`src/rtl/tl_pkg.sv`:
```
// rtl/tl_pkg.sv - shared traffic-light constants, phase helpers and scheduler states
package tl_pkg;

  // Phase indices of the four-approach light
  localparam logic [4:0] S0  = 5'd0;
  localparam logic [4:0] S1  = 5'd1;
  localparam logic [4:0] S2  = 5'd2;
  localparam logic [4:0] S3  = 5'd3;
  localparam logic [4:0] S4  = 5'd4;
  localparam logic [4:0] S5  = 5'd5;
  localparam logic [4:0] S6  = 5'd6;
  localparam logic [4:0] S7  = 5'd7;
  localparam logic [4:0] S8  = 5'd8;
  localparam logic [4:0] S9  = 5'd9;
  localparam logic [4:0] S10 = 5'd10;
  localparam logic [4:0] S11 = 5'd11;
  localparam logic [4:0] S12 = 5'd12;
  localparam logic [4:0] S13 = 5'd13;
  localparam logic [4:0] S14 = 5'd14;
  localparam logic [4:0] S15 = 5'd15;
  localparam logic [4:0] S16 = 5'd16;
  localparam logic [4:0] S17 = 5'd17;

  // Phases in which every approach shows red
  localparam logic [4:0] ALLRED_A = S0;
  localparam logic [4:0] ALLRED_B = S6;
  localparam logic [4:0] ALLRED_C = S14;

  // Lamp colour codes
  localparam logic [1:0] COL_G  = 2'd0;
  localparam logic [1:0] COL_Y  = 2'd1;
  localparam logic [1:0] COL_R  = 2'd2;
  localparam logic [1:0] COL_RY = 2'd3;

  // Scheduler states
  typedef enum logic [1:0] {
    ST_IDLE  = 2'd0,
    ST_WALK  = 2'd1,
    ST_CLEAR = 2'd2
  } sched_state_t;

  // Out-of-range indices (18..31) are never all-red
  function automatic logic is_allred(input logic [4:0] p);
    return (p == ALLRED_A) || (p == ALLRED_B) || (p == ALLRED_C);
  endfunction

endpackage

```
`src/rtl/rr_arbiter4.sv`:
```
// rtl/rr_arbiter4.sv - four-way combinational round-robin arbiter
module rr_arbiter4 (
  input  logic [3:0] req,
  input  logic [1:0] ptr,
  output logic [3:0] gnt,
  output logic [1:0] gidx
);

  logic [1:0] idx;
  logic       found;

  // Scan upward from ptr with wrap; the first requester found wins
  always_comb begin
    gnt   = '0;
    gidx  = '0;
    idx   = '0;
    found = 1'b0;
    for (int k = 0; k < 4; k++) begin
      idx = ptr + 2'(k);
      if (!found && req[idx]) begin
        gnt[idx] = 1'b1;
        gidx     = idx;
        found    = 1'b1;
      end
    end
  end

endmodule

```
`src/rtl/tl_ped_scheduler.sv`:
```
// rtl/tl_ped_scheduler.sv - pedestrian-call scheduler freezing the light in all-red phases
module tl_ped_scheduler
  import tl_pkg::*;
#(
  parameter int WALK_CYC  = 8,
  parameter int CLEAR_CYC = 4,
  parameter int CNT_W     = 8
) (
  input  logic       CLK,
  input  logic       RST,
  input  logic [4:0] PHASE,
  input  logic [3:0] REQ,
  input  logic       HOLD,
  output logic       GO,
  output logic [3:0] WALK,
  output logic       FLASH,
  output logic [3:0] PEND,
  output logic       BUSY
);

  localparam logic [CNT_W-1:0] WALK_LOAD  = CNT_W'(WALK_CYC - 1);
  localparam logic [CNT_W-1:0] CLEAR_LOAD = CNT_W'(CLEAR_CYC - 1);
  localparam logic [CNT_W-1:0] CNT_ONE    = CNT_W'(1);

  sched_state_t     state, state_n;
  logic [CNT_W-1:0] cnt, cnt_n;
  logic [4:0]       phase_q;
  logic [3:0]       pend;
  logic [3:0]       gnt;
  logic [3:0]       gnt_q;
  logic [1:0]       ptr;
  logic [1:0]       gidx;
  logic             entry;
  logic             fire;
  logic             cnt_zero;

  // A fresh arrival in an all-red phase opens a service window
  assign entry    = is_allred(PHASE) && (PHASE != phase_q);
  assign fire     = (state == ST_IDLE) && entry && (|pend);
  assign cnt_zero = (cnt == '0);

  rr_arbiter4 u_arb (
    .req  (pend),
    .ptr  (ptr),
    .gnt  (gnt),
    .gidx (gidx)
  );

  // Previous phase, used to detect the first cycle of an all-red phase
  always_ff @(posedge CLK or negedge RST) begin
    if (!RST) phase_q <= '0;
    else      phase_q <= PHASE;
  end

  // Request latch; a new press of the crossing being granted survives the clear
  always_ff @(posedge CLK or negedge RST) begin
    if (!RST) pend <= '0;
    else      pend <= (pend & ~(fire ? gnt : 4'b0000)) | REQ;
  end

  // Round-robin pointer and the crossing served in the current window
  always_ff @(posedge CLK or negedge RST) begin
    if (!RST) begin
      ptr   <= '0;
      gnt_q <= '0;
    end else if (fire) begin
      ptr   <= gidx + 2'd1;
      gnt_q <= gnt;
    end
  end

  // Scheduler state and interval counter
  always_ff @(posedge CLK or negedge RST) begin
    if (!RST) begin
      state <= ST_IDLE;
      cnt   <= '0;
    end else begin
      state <= state_n;
      cnt   <= cnt_n;
    end
  end

  // Next state: IDLE -> WALK on a window with pending calls, then timed WALK and CLEAR
  always_comb begin
    state_n = state;
    cnt_n   = cnt;
    case (state)
      ST_IDLE: begin
        if (fire) begin
          state_n = ST_WALK;
          cnt_n   = WALK_LOAD;
        end
      end
      ST_WALK: begin
        if (cnt_zero) begin
          state_n = ST_CLEAR;
          cnt_n   = CLEAR_LOAD;
        end else begin
          cnt_n = cnt - CNT_ONE;
        end
      end
      ST_CLEAR: begin
        if (cnt_zero) state_n = ST_IDLE;
        else          cnt_n   = cnt - CNT_ONE;
      end
      default: begin
        state_n = ST_IDLE;
        cnt_n   = '0;
      end
    endcase
  end

  // Outputs: GO drops combinationally in the entry cycle so the light never leaves all-red
  always_comb begin
    GO    = ~HOLD & (state == ST_IDLE) & ~fire;
    WALK  = (state == ST_WALK) ? gnt_q : 4'b0000;
    FLASH = (state == ST_CLEAR);
    PEND  = pend;
    BUSY  = (state != ST_IDLE);
  end

endmodule

```
`config.mk`:
```
export PLATFORM = sky130hd
export DESIGN_NAME = tl_ped_scheduler
export DESIGN_NICKNAME = d
export VERILOG_FILES = /design/src/rtl/tl_pkg.sv /design/src/rtl/rr_arbiter4.sv /design/src/rtl/tl_ped_scheduler.sv
export SDC_FILE = /design/constraint.sdc
export NUM_CORES = 1
export LEC_CHECK = 0
export ABC_CLOCK_PERIOD_IN_PS = 3000
export CAP_MARGIN = 40
export CORE_ASPECT_RATIO = 0.6
export CORE_MARGIN = 5
export CORE_UTILIZATION = 30
export CTS_BUF_LIST = sky130_fd_sc_hd__clkbuf_4 sky130_fd_sc_hd__clkbuf_8
export DETAILED_ROUTE_END_ITERATION = 7
export GPL_TIMING_DRIVEN = 0
export REMOVE_ABC_BUFFERS = 1
export SLEW_MARGIN = 20
export SYNTH_ARGS = -nofsm -noshare
export SYNTH_HDL_FRONTEND = slang
export SYNTH_SLANG_ARGS = --single-unit
export TNS_END_PERCENT = 30
```
`constraint.sdc`:
```
create_clock -name CLK -period 3 [get_ports CLK]
set_clock_uncertainty 0.05 [all_clocks]
set_input_delay 0.45 -clock CLK [delete_from_list [all_inputs] [get_ports CLK]]
set_output_delay 0.45 -clock CLK [all_outputs]
set_load 0.01 [all_outputs]
```
==> flow_summary.toml <==
[synthesis]
synthMuxAreaShare_pct = 7.58
synthXorXnorAreaFrac_pct = 5.41
synth_top_area_share_pct = 38.7
synth_top_cell_by_area = "dfrtp_1"
netlist_instances = 177
synth.area.top_cells = "dfrtp_1 39%, ha_1 6.2%, nor2_1 5.8%"
synth_fa_ha_area_share_pct = 6.19
synth_top_family_by_area = "simple AND/OR/NAND/NOR gates"
yosysWarnings = 0
syn_avg_cell_area_sq_um = 9.14
ys.flop_type = "dfrtp_1"
synth_edf_count = 0
synthArstFlopShare_pct = 100
synth_seq_cells = 25
synth_common_cells = "25 x dfrtp_1, 25 x nor2_1, 21 x nand2_1"
yosys.area_share.simple_pct = 22.0
synth_compound_area_share_pct = 16.9
ys_types = 41
yosysSeqAreaShare_pct = 38.7
netlist_area_sq_mm = 0.00162

[outcome]
status = "finished clean"

[layout]
area_growth_pct = 22.0
drive_gt1_share_pct = 12.9
fill_cells = 515
design_area_sq_mm = 0.00197
final_nets = 222
antennaDiodeCount = 0

[global_route]
grt_util_all_layers_pct = 10.5
grt_max_degree = 26
grt_pass1_vias = 1222
grt_pass1_wl_mm = 6.02
grt_overflow = 0
grt_antenna_before_repair = 0

[die]
floorplan.initialDensity_pct = 31.5
placementRows = 20
io_pins = 23
die-area_sq_mm = 0.00701
coreArea_sq_mm = 0.00513
die_y_microns = 66.9
dieWidth_microns = 105

[placement]
place_area_sq_mm = 0.00191
post-place-ws_ns = -0.0838
port_buffers = 22
finalWeightedCongestion = 0.855
hpwlAfterDp_mm = 2.64

[critical_path]
slowest_stage = "or4_1"
cp-end-kind = "output pin"
worst-r2r-cell-count = 7
critPathMaxStageDelay_ns = 0.50
worstPathRequired_ns = 2.50
start_kind = "input port"
worst_ep_arrival_time_ns = 2.31
worst-path-max-fanout = 3
worstReg2RegEnd = "gnt_q[0]"
ff2ff_setup_slack_ns = 0.25
cp_num_buf_inv = 2
cp_top_family = "simple AND/OR/NAND/NOR gates"
crit_type = "in2out"
path_cells = "clkdlybuf4s50_1, or4_1, a221oi_2, o31ai_4, or2b_1, nor2_1, dlygate4sd2_1"
rr_startpoint = "ptr[0]"

[clock_network]
clock_sinks = 25
clkTransAtPathRegs_ns = 0.08
cts_buffers = 3
clock_path_buffers = 2
clk_latency_ns = 0.27
cts_root_buf = "clkbuf_8"
h-tree-depth = 1
cts_tree = "built"

[timing]
rsz0062_at_grt = "false"
setup_viol = 0
setup_ws_ns = 0.189
holdWs_ns = 0.115
drv_slew = 0
tns_ns = 0
max_freq_ghz = 0.356
fin_crit_ns = 2.81
worst_pin_slew_ns = 0.723
relSlewSlack_pct = 50.4
hold_viol = 0
fin_crit_sh_pct = 93.7

[route]
dr.first_iter.drc_count = 67
drt-total-wl_mm = 3.48
viasPerCell = 4.91
wl_per_cell_microns = 13.0
first_pass_iters = 5
drtAntennaViolNets = 0
vias = 1310
drc = 0

[power]
peakVddDrop_mv = 0.224
total_power_mw = 1.43
powerDensity_mw_per_mm2 = 723
leakagePower_nw = 0.800

[min_path]
hp-class = "in2async"

[job]
drv_cap = 0
[repair_timing]
item,CTS,global route
hold buffers,0,0
gates cloned,0,0
setup endpoints to repair,1,10
gates resized for setup,1,1
setup buffers,2,0
[per-stage QoR]
step,utilization (%),std cells
4_1_cts,38.5,267
5_1_grt,38.5,267
6_report,38.5,267
3_5_place_dp,37.3,261
3_3_place_gp,36.9,260
2_1_floorplan,-,172
[sequential cells by signal, indices dropped and copies added, names as in the netlist]
signal   count
phase_q      5
state        2
cnt          8
ptr          2
gnt_q        4
PEND         4
[power breakdown]
group | total (mW) | internal, mW | switching (mW)
clock | 0.196 | 0.0928 | 0.104
sequential | 0.564 | 0.431 | 0.134
combinational | 0.666 | 0.336 | 0.330
[logic make-up after synthesis]
logic type,after synthesis
AO/OA/AOI/OAI,41
XOR/XNOR,10
adder cells (fa/ha/maj),8
buffers and inverters,12
flip-flops,25
multiplexers,9
AND/OR/NAND/NOR,72
[worst max-delay path by stage]
stage,startpoint,end,slack (ns),cells after the start
2_1_floorplan,PHASE[2],GO,-0.03,5
3_3_place_gp,PHASE[2],GO,-1.79,7
3_5_place_dp,PHASE[0],GO,-0.08,7
4_1_cts,ptr[0],gnt_q[0],0.12,7
5_1_grt,ptr[0],gnt_q[2],0.03,7
6_report,PHASE[0],GO,0.19,7
[routing by layer]
layer	up-vias	part of all wire, %	global-route usage, %
met5	-	0	0
li1	668	-	-
met1	607	58	16.6
met4	0	0.37	0.957
met2	33	35	13.8
met3	2	6.0	3.58
[cell type report]
class                   count  area [sq um]  area share, %
well taps                  66          82.6           4.18
clock buffers               3          41.3           2.09
multi-input cells         140           952           48.2
flip-flops and latches     25           627           31.7
inverters                   7          26.3           1.33
repair buffers             25           240           12.2
clock inverters             1          5.00          0.253
[placed cells by master, fill, tap and decap left out, types with 6 or more instances in the layout]
cell             instances
clkdlybuf4s50_1         20
nand2_1                 21
and2_1                   6
ha_1                     8
nor2_1                  25
o21ai_0                  9
dfrtp_1                 24
a21oi_1                 17
xnor2_1                  9
mux2_2                   6
inv_1                    7
(Power assumes the default switching activity.)
